[src/rtl/riscv_alu.sv]
// RV32I register-register ALU: combinational op/flag datapath feeding
// result and ONZC flag registers, giving a fixed one-cycle latency.
module riscv_alu #(
    parameter int REG_BITS = 5
) (
    input  logic                clk,
    input  logic                rst_n,
    input  logic [REG_BITS-1:0] A,
    input  logic [REG_BITS-1:0] B,
    input  logic [3:0]          ctrl,
    output logic [REG_BITS-1:0] C,
    output logic [3:0]          ONZC
);

    localparam int SH_W = (REG_BITS > 1) ? $clog2(REG_BITS) : 1;
    localparam int MSB  = REG_BITS - 1;

    typedef enum logic [3:0] {
        OP_ADD  = 4'b0000,
        OP_SUB  = 4'b0001,
        OP_AND  = 4'b0010,
        OP_OR   = 4'b0011,
        OP_XOR  = 4'b0100,
        OP_SLT  = 4'b0101,
        OP_SLL  = 4'b0110,
        OP_SLTU = 4'b0111,
        OP_SRL  = 4'b1000,
        OP_SRA  = 4'b1001
    } alu_op_e;

    logic signed [REG_BITS-1:0] a_s;
    logic signed [REG_BITS-1:0] b_s;
    logic        [REG_BITS-1:0] b_op;
    logic        [REG_BITS:0]   sum_full;
    logic        [REG_BITS-1:0] sum;
    logic        [SH_W-1:0]     shamt;
    logic                       sh_big;
    logic                       is_sub;
    logic        [REG_BITS-1:0] c_d;
    logic        [REG_BITS-1:0] c_q;
    logic        [3:0]          onzc_d;
    logic        [3:0]          onzc_q;
    logic                       ovf;
    logic                       cout;

    always_comb begin
        a_s      = A;
        b_s      = B;
        is_sub   = (ctrl == OP_SUB);
        // One adder serves both ADD and SUB; SUB feeds ~B with carry-in 1.
        b_op     = is_sub ? ~B : B;
        sum_full = {1'b0, A} + {1'b0, b_op} + {{REG_BITS{1'b0}}, is_sub};
        sum      = sum_full[MSB:0];
        shamt    = B[SH_W-1:0];
        sh_big   = (32'(shamt) >= 32'(REG_BITS));

        c_d  = '0;
        ovf  = 1'b0;
        cout = 1'b0;
        case (ctrl)
            OP_ADD: begin
                c_d  = sum;
                cout = sum_full[REG_BITS];
                ovf  = (A[MSB] == B[MSB]) && (sum[MSB] != A[MSB]);
            end
            OP_SUB: begin
                c_d  = sum;
                cout = sum_full[REG_BITS];
                ovf  = (A[MSB] != B[MSB]) && (sum[MSB] != A[MSB]);
            end
            OP_AND:  c_d = A & B;
            OP_OR:   c_d = A | B;
            OP_XOR:  c_d = A ^ B;
            OP_SLT:  c_d = {{(REG_BITS-1){1'b0}}, (a_s < b_s)};
            OP_SLTU: c_d = {{(REG_BITS-1){1'b0}}, (A < B)};
            OP_SLL:  c_d = sh_big ? '0 : (A << shamt);
            OP_SRL:  c_d = sh_big ? '0 : (A >> shamt);
            OP_SRA:  c_d = sh_big ? {REG_BITS{A[MSB]}} : REG_BITS'(a_s >>> shamt);
            default: c_d = '0;
        endcase

        onzc_d = {ovf, c_d[MSB], (c_d == '0), cout};
    end

    always_ff @(posedge clk) begin
        if (!rst_n) begin
            c_q    <= '0;
            onzc_q <= '0;
        end else begin
            c_q    <= c_d;
            onzc_q <= onzc_d;
        end
    end

    assign C    = c_q;
    assign ONZC = onzc_q;

endmodule

[config.mk]
export PLATFORM = sky130hd
export DESIGN_NAME = riscv_alu
export DESIGN_NICKNAME = d
export VERILOG_FILES = /design/src/rtl/riscv_alu.sv
export SDC_FILE = /design/constraint.sdc
export NUM_CORES = 1
export LEC_CHECK = 0
export ABC_AREA = 1
export CAP_MARGIN = 5
export CELL_PAD_IN_SITES_DETAIL_PLACEMENT = 1
export CELL_PAD_IN_SITES_GLOBAL_PLACEMENT = 2
export CORE_MARGIN = 8
export CORE_UTILIZATION = 30
export CTS_BUF_LIST = sky130_fd_sc_hd__clkbuf_8
export CTS_CLUSTER_DIAMETER = 50
export DETAILED_ROUTE_END_ITERATION = 10
export GPL_TIMING_DRIVEN = 1
export PLACE_DENSITY = 0.93
export SYNTH_ARGS = -nofsm -noshare
export SYNTH_HDL_FRONTEND = slang
export SYNTH_SLANG_ARGS = --single-unit
[constraint.sdc]
create_clock -name clk -period 4.2 [get_ports clk]
set_clock_uncertainty 0.1 [all_clocks]
set_input_delay 0.42 -clock clk [delete_from_list [all_inputs] [get_ports clk]]
set_output_delay 0.42 -clock clk [all_outputs]
set_load 0.05 [all_outputs]
Word level (Yosys, flattened, before mapping) --
Cells that the tools add are included.
Word-level totals: register bits 9, input bits 16
Operators by class: bitwise gates (word level) 4, shifts and indexed selects 3, equal/unequal tests 12, multiplexer cells 6, order comparisons 3, $add $sub $neg 2, reduce and logical (&&, ||, !) cells 6
Operator list (number):
- $pmux 5 s9 | 1
- $mux 5 | 4
- $eq 4x3->1 const B | 4
- $lt 5x5->1 | 2
- $eq 4x2->1 const B | 2
- $eq 4x4->1 const B | 2
- $add 5x5->6 | 1
- $add 6x1->6 | 1
- $and 5x5->5 | 1
- $logic_not 5->1 | 1
- $not 5->5 | 1
- $or 5x5->5 | 1
- $shl 5x3->5 | 1
- $shr 5x3->5 | 1
- $sshr 5x3->5 | 1
- $xor 5x5->5 | 1
- $eq 4x1->1 const B | 1
- $logic_not 4->1 | 1
- $ge 3x3->1 const B | 1
- $logic_and 1x1->1 | 2
- $ne 1x1->1 | 2
- $pmux 1 s2 | 1
- $reduce_and 2->1 | 1
- $reduce_or 2->1 | 1
- $eq 1x1->1 | 1

Logic depth before layout (Yosys ltp) --
Gate-level depths: netlist of run 1.
depth in word-level cells 7, gate-level depth with buffers 14

Worst setup path before layout of run 1 --
No wires, ideal clock.
kind in2reg, start point in ctrl[2], end point reg onzc_q[1], in the netlist ONZC[1], cell stages on the path 12, data arrival time 1.972 ns, path slack 2.065 ns, buffers on the path 0, library setup time 0.064 ns, path through nor2_4 > nand2_4 > xor2_1 > fa_1 > nand3b_1 > nand2_1 > nand2_1 > nand3_1 > nand3_1 > nor2_1 > nand3_1 > nor2_1
On the way: longest elaborated chain between the ends 6
RTL lines:
- start, declared | RTL line 10 | input logic [3:0] ctrl,
- $eq 4x1->1 | RTL line 49, 60
- $mux 5 | RTL line 51 | b_op = is_sub ? ~B : B;
- $add 5x5->6 | RTL line 52 | sum_full = {1'b0, A} + {1'b0, b_op} + {{REG_BITS{1'b0}}, is_sub};
- $add 6x1->6 | RTL line 52
- $pmux 5 s9 (*) | RTL line 60 | case (ctrl)
- $logic_not 5->1 (*) | RTL line 82 | onzc_d = {ovf, c_d[MSB], (c_d == '0), cout};
- end signal, assigned | RTL line 91 | onzc_q <= onzc_d;
- end, declared | RTL line 42 | logic [3:0] onzc_q;
Mark *: on every way between the ends. The rest lies on a longest branch, timed or not. A chain may end at the register's enable or synchronous reset.

Worst setup path after layout of run 1 --
start point in ctrl[0], end point reg onzc_q[1], in the netlist ONZC[1]
Same word-level chain as after synthesis.

==> metrics.md, run 1 <==
| Metric | Value |
|---|---|
| Outcome | `completed` |
| CTS hold repair buffers | `0` |
| Synth Warn # | `0` |
| VDD IR max | `about 0.09 mV` |
| Worst Path Class, Setup | `in2reg` |
| Required @ worst endpoint | `around 4300 ps` |
| Fmax | `between 300 and 400 MHz` |
| Slowest cell on crit path | `clkdlybuf4s50_1` |
| Sw frac | `0.402` |
| Hold Worst Slack | `~760 ps` |
| Wire length on met2 | `about 2100 um` |
| Unrepaired setup endpoints after global routing | `no` |
| Nets | `approximately 300` |
| Synth Area per Inst | `5.82 um2` |
| Final wirelength | `~4600 um` |
| Post-CTS sizing | `0` |
| Net Switching | `roughly 140 uW` |
| Worst-path clk slew | `roughly 40 ps` |
| Most used cell along the critical path | `nand3_1` |
| Internal power | `about 210 uW` |
| Slew Viols, Final | `0` |
| H-tree levels | `1` |
| CP peak stage delay | `roughly 550 ps` |
| Critical Path Start Type | `input port` |
| Final hold vios | `0` |
| Post-CTS Setup Inserts | `0` |
| Fillers | `593` |
| WL per Instance | `14.9 um` |
| Setup TNS | `0 ps` |
| Cells after synthesis | `roughly 230` |
| Post-synthesis sequential area ratio | `0.118` |
| Number of CTS-inserted buffers | `3` |
| Core area | `approximately 4400 um2` |
| PortBufs | `24` |
| Clock power share | `0.260` |
| 1st-pass router iterations | `4` |
| DR iter-0 viols | `67` |
| Antenna violations before repair | `0` |
| Die height | `approximately 83 um` |
| Post-DP HPWL | `~4000 um` |
| Worst-Margin Slew | `733 ps` |
| Slew headroom | `0.507` |
| Largest net degree at the start of global routing | `12` |
| WP data arrival | `2800 ps` |
| Final Critical Period | `around 2700 ps` |
| Post-synthesis cell area | `approximately 1400 um2` |
| Largest delay contributor family on the critical path | `simple AND/OR/NAND/NOR gates` |
| Overall routing resource usage | `0.132` |
| Bufs on Longest Clock Path | `2` |
| Final worst path period share | `0.654` |
| Initial Util | `0.311` |
| Gr ovfl total | `0` |
| Area of the die | `6930 um2` |
| Clock root buffer | `clkbuf_8` |
| Syn Nets | `270` |
| Critical path, cell by cell | `clkdlybuf4s50_1 -> inv_2 -> nor2_4 -> nand2_4 -> o21ai_2 -> inv_1 -> fa_1 -> nand3b_1 -> nand2_1 -> nand2_1 -> nand3_1 -> nand3_1 -> nor2_1 -> nand3_1 -> nor2_1` |
| Area Growth Syn to Fin | `24.7%` |
| Clock sink count | `8` |
| DRC Markers | `0` |
| DP Area | `roughly 1700 um2` |
| Post-synth EDFFs | `0` |
| Synth Flop Type | `dfxtp_1` |
| DR top layer | `met4` |
| Met3 wire len | `between 100 and 150 um` |
| Synth async-reset ratio | `0` |
| Hold Path Class | `in2reg` |
| Row cnt | `24` |
| Number of global-route vias before repair | `1580` |
| Via-per-instance ratio | `roughly 5.0` |
| Crit-path max FO | `6` |
| RD Place Congestion | `0.860` |
| Final instance area | `around 1700 um2` |
| Antenna Nets Post-Route | `0` |
| # setup viols final | `0` |
| Worst setup EP type | `flip-flop` |
| Yosys cell types | `26` |
| Io pins | `25` |
| First-pass GRT wire length | `around 7800 um` |
| Sequential Power Share | `0.241` |
| Max cap viols | `0` |
| Buffers and inverters on the worst path | `3` |
| Static Leak | `about 0.0009 uW` |
| M1 WL | `approximately 2300 um` |
| Logic pwr share | `0.499` |
| Power per Cell Area | `between 200 and 250 nW/um2` |
| Routed via count | `1565` |
| Seq cells post-synth | `8` |
| CTS tree | `built` |
| Chip width | `around 83 um` |
| Diodes inserted | `0` |
| Layout cells sized above 1 | `0.0388` |
==> metal layers <==
metal | vias to the layer above | GRT usage
met5 | - | 0
met4 | 0 | 0.0192
met2 | 26 | 0.214
li1 | 799 | -
met1 | 736 | 0.181
met3 | 4 | 0.0176
==> layout make-up <==
type,instances,area [um2],area share
clock buffer,3,41.3,0.0244
inverter,30,113,0.0666
multi-input combinational,193,1070,0.634
sequential,8,160,0.0947
tap,52,65.1,0.0385
timing repair buffer,24,240,0.142
==> through the flow <==
step / total power (uW) / cells / utilization / setup WS, ps
2_1_floorplan: 193 / 233 / - / 2060
3_3_place_gp: 252 / 307 / 0.379 / 1290
3_5_place_dp: 256 / 307 / 0.379 / 1220
4_1_cts: 347 / 310 / 0.389 / 1440
5_1_grt: 372 / 310 / 0.389 / 1200
6_report: 343 / 310 / 0.389 / 1450
==> tightest hold or removal path: stages <==
cell	delay, ps
clkdlybuf4s50_1	490
nand2_1	100
inv_1	30
==> cells by family after synthesis <==
family	count (synthesis)	synth area share
simple gates	142	0.448
flops	8	0.118
compound gates	23	0.0978
buf+inv	32	0.0913
fa+ha+maj	21	0.199
xor+xnor	7	0.0452
==> power by group through the flow <==
stage | clock, uW | sequential, uW | combinational (uW)
CTS | 92.1 | 82.8 | 172
global placement | 0 | 83.8 | 169
global route | 97.7 | 83.3 | 191
floorplan | 0 | 102 | 91.2
detailed placement | 0 | 84.2 | 172
finish | 89.3 | 82.7 | 171
==> state kept, by name, indices dropped and copies added, names as in the netlist <==
name  cells
C         5
ONZC      3
==> Yosys cell counts (2+ instances only) <==
master / number / area [um2]
nand3_1: 22 / 110
nand4_1: 3 / 18.8
o21ai_1: 3 / 15.0
o211ai_1: 2 / 15.0
inv_1: 27 / 101
nor2_4: 2 / 22.5
dfxtp_1: 8 / 160
ha_1: 20 / 250
a21oi_1: 9 / 45.0
o21ai_0: 5 / 25.0
xor2_1: 6 / 52.6
inv_2: 3 / 11.3
nor3_1: 3 / 15.0
nand3b_1: 3 / 22.5
nand2_1: 76 / 285
nor2_1: 31 / 116
==> final timing paths <==
| path | from | to | slack [ps] | cells after the start |
|---|---|---|---|---|
| worst max-delay path | ctrl[0] | ONZC[1] | 1450 | 15 |
| worst min-delay path | rst_n | C[1] | 760 | 3 |
==> layout by cell type (no fill, tap or decap), drive strengths merged <==
cell,instances
nand3b,3
and2,1
ha,20
o211ai,2
a221oi,1
clkdlybuf4s50,24
nand3,22
nor3,3
nand4,3
dfxtp,8
a21oi,9
fa,1
clkbuf,3
xnor2,1
o21ai,9
a21o,1
inv,30
nand2,77
nor2,33
o21bai,1
xor2,6
Note: power is estimated with default switching activity, not from simulation.
==> run 2: changes to the inputs <==
CORE_UTILIZATION = 28   (was 30)
PLACE_DENSITY = 0.88   (was 0.93)
clock period = 2.58 ns   (was 4.2 ns; I/O delays follow)
==> metrics.md, run 2 (synthesis results as in run 1) <==
| Metric | Value |
|---|---|
| 1st-pass router iterations | `5` |
| Power per Cell Area | `roughly 320 nW/um2` |
| Number of flip-flops in the largest register | `5` |
| Unrepaired setup endpoints after global routing | `no` |
| DRC Markers | `0` |
| Bufs on Longest Clock Path | `2` |
| Clock sink count | `8` |
| Final wirelength | `approximately 5100 um` |
| Non-filler cells, final | `roughly 330` |
| Chip width | `85.6 um` |
| Outcome | `completed` |
| Area of the die | `7330 um2` |
| Worst setup EP type | `flip-flop` |
| Number of CTS-inserted buffers | `3` |
| Required @ worst endpoint | `between 2000 and 3000 ps` |
| Hold Worst Slack | `595 ps` |
| Clock root buffer | `clkbuf_8` |
| PortBufs | `24` |
| Largest net degree at the start of global routing | `10` |
| Setup TNS | `0 ps` |
| Worst-Margin Slew | `between 500 and 600 ps` |
| Most frequent cells in the layout | `nand2_1, nor2_1, inv_1` |
| Row cnt | `25` |
| # setup viols final | `0` |
| Slowest cell on crit path | `fa_2` |
| Slew Viols, Final | `0` |
| Final Critical Period | `between 2000 and 2500 ps` |
| VDD IR max | `roughly 0.16 mV` |
| Slew headroom | `0.662` |
| Routed via count | `roughly 1600` |
| Core area | `around 4700 um2` |
| Post-CTS Setup Inserts | `0` |
| Gr ovfl total | `0` |
| Final Core Density | `0.393` |
| WL per Instance | `around 15 um` |
| Worst-path clk slew | `approximately 40 ps` |
| Diodes inserted | `0` |
| Overall routing resource usage | `0.147` |
| WP data arrival | `~2400 ps` |
| Io pins | `25` |
| DR iter-0 viols | `slightly below 80` |
| Final worst path period share | `0.915` |
| Layout cells sized above 1 | `0.112` |
| Placed Cells incl. Taps | `about 330` |
| Fmax | `about 420 MHz` |
| CTS tree | `built` |
| Worst Path Class, Setup | `in2reg` |
| CP peak stage delay | `520 ps` |
| Number of global-route vias before repair | `approximately 1800` |
| Hold Path Class | `in2reg` |
| Antenna violations before repair | `0` |
| H-tree levels | `1` |
| Post-DP HPWL | `4290 um` |
| Crit-path max FO | `5` |
| Die height | `approximately 86 um` |
| Critical Path Start Type | `input port` |
| Nets | `316` |
| Via-per-instance ratio | `around 4.9` |
| Initial Util | `0.289` |
| Critical path, cell by cell | `clkdlybuf4s50_1 -> nor2_4 -> nand2_4 -> o21ai_2 -> inv_1 -> fa_2 -> inv_1 -> nand4_1 -> nand2_1 -> nor2_2 -> nand4_1 -> nor2_1 -> nand3_1 -> nor2_1` |
| RD Place Congestion | `~0.89` |
| Commonest non-fill, non-tap cell in the layout | `nand2_1` |
| Antenna Nets Post-Route | `0` |
| Max cap viols | `0` |
| Area Growth Syn to Fin | `36.0%` |
| Static Leak | `about 0.00098 uW` |
| Final hold vios | `0` |
| First-pass GRT wire length | `8650 um` |
run 2: timing repair:
item,CTS,global route
endpoints found under the setup margin,0,1
hold buffers,0,0
gates resized for setup,0,3
run 2: power by group:
part	leakage, uW	switching (uW)	internal [uW]
Clock	0.0000216	47.1	101
Sequential	0.0000654	1.93	132
Combinational	0.000894	188	122
run 2: cell type report:
type / count / area [um2]
clock buffer: 3 / 41.3
inverter: 30 / 113
sequential: 8 / 160
tap: 54 / 67.6
multi-input combinational: 193 / 1080
fill: 645 / 2850
timing repair buffer: 43 / 385
run 2: path summary, 6_finish.rpt:
check  startpoint  endpoint  cells after the start  slack, ps
max       ctrl[1]   ONZC[1]                     14        220
min         rst_n      C[1]                      3        600
run 2: per-layer routing:
layer / track usage / wire length (um)
met5: 0 / 0
met4: 0.0446 / 110
met3: 0.0172 / 142
met2: 0.256 / 2340
met1: 0.182 / 2470
run 2: through the flow:
| stage | instance area [um2] | power, uW | setup WS, ps |
|---|---|---|---|
| CTS | 1840 | 594 | 169 |
| global placement | 1800 | 436 | 21.6 |
| detailed placement | 1800 | 444 | -33.1 |
| global route | 1840 | 637 | 11.4 |
| floorplan | 1360 | 314 | 607 |
| finish | 1840 | 593 | 219 |
run 2: worst max-delay path, delay by kind of cell:
kind / cells / cell delay, ps
simple gates: 9 / 900
fa+ha+maj: 1 / 520
buf+inv: 3 / 600
compound gates: 1 / 140
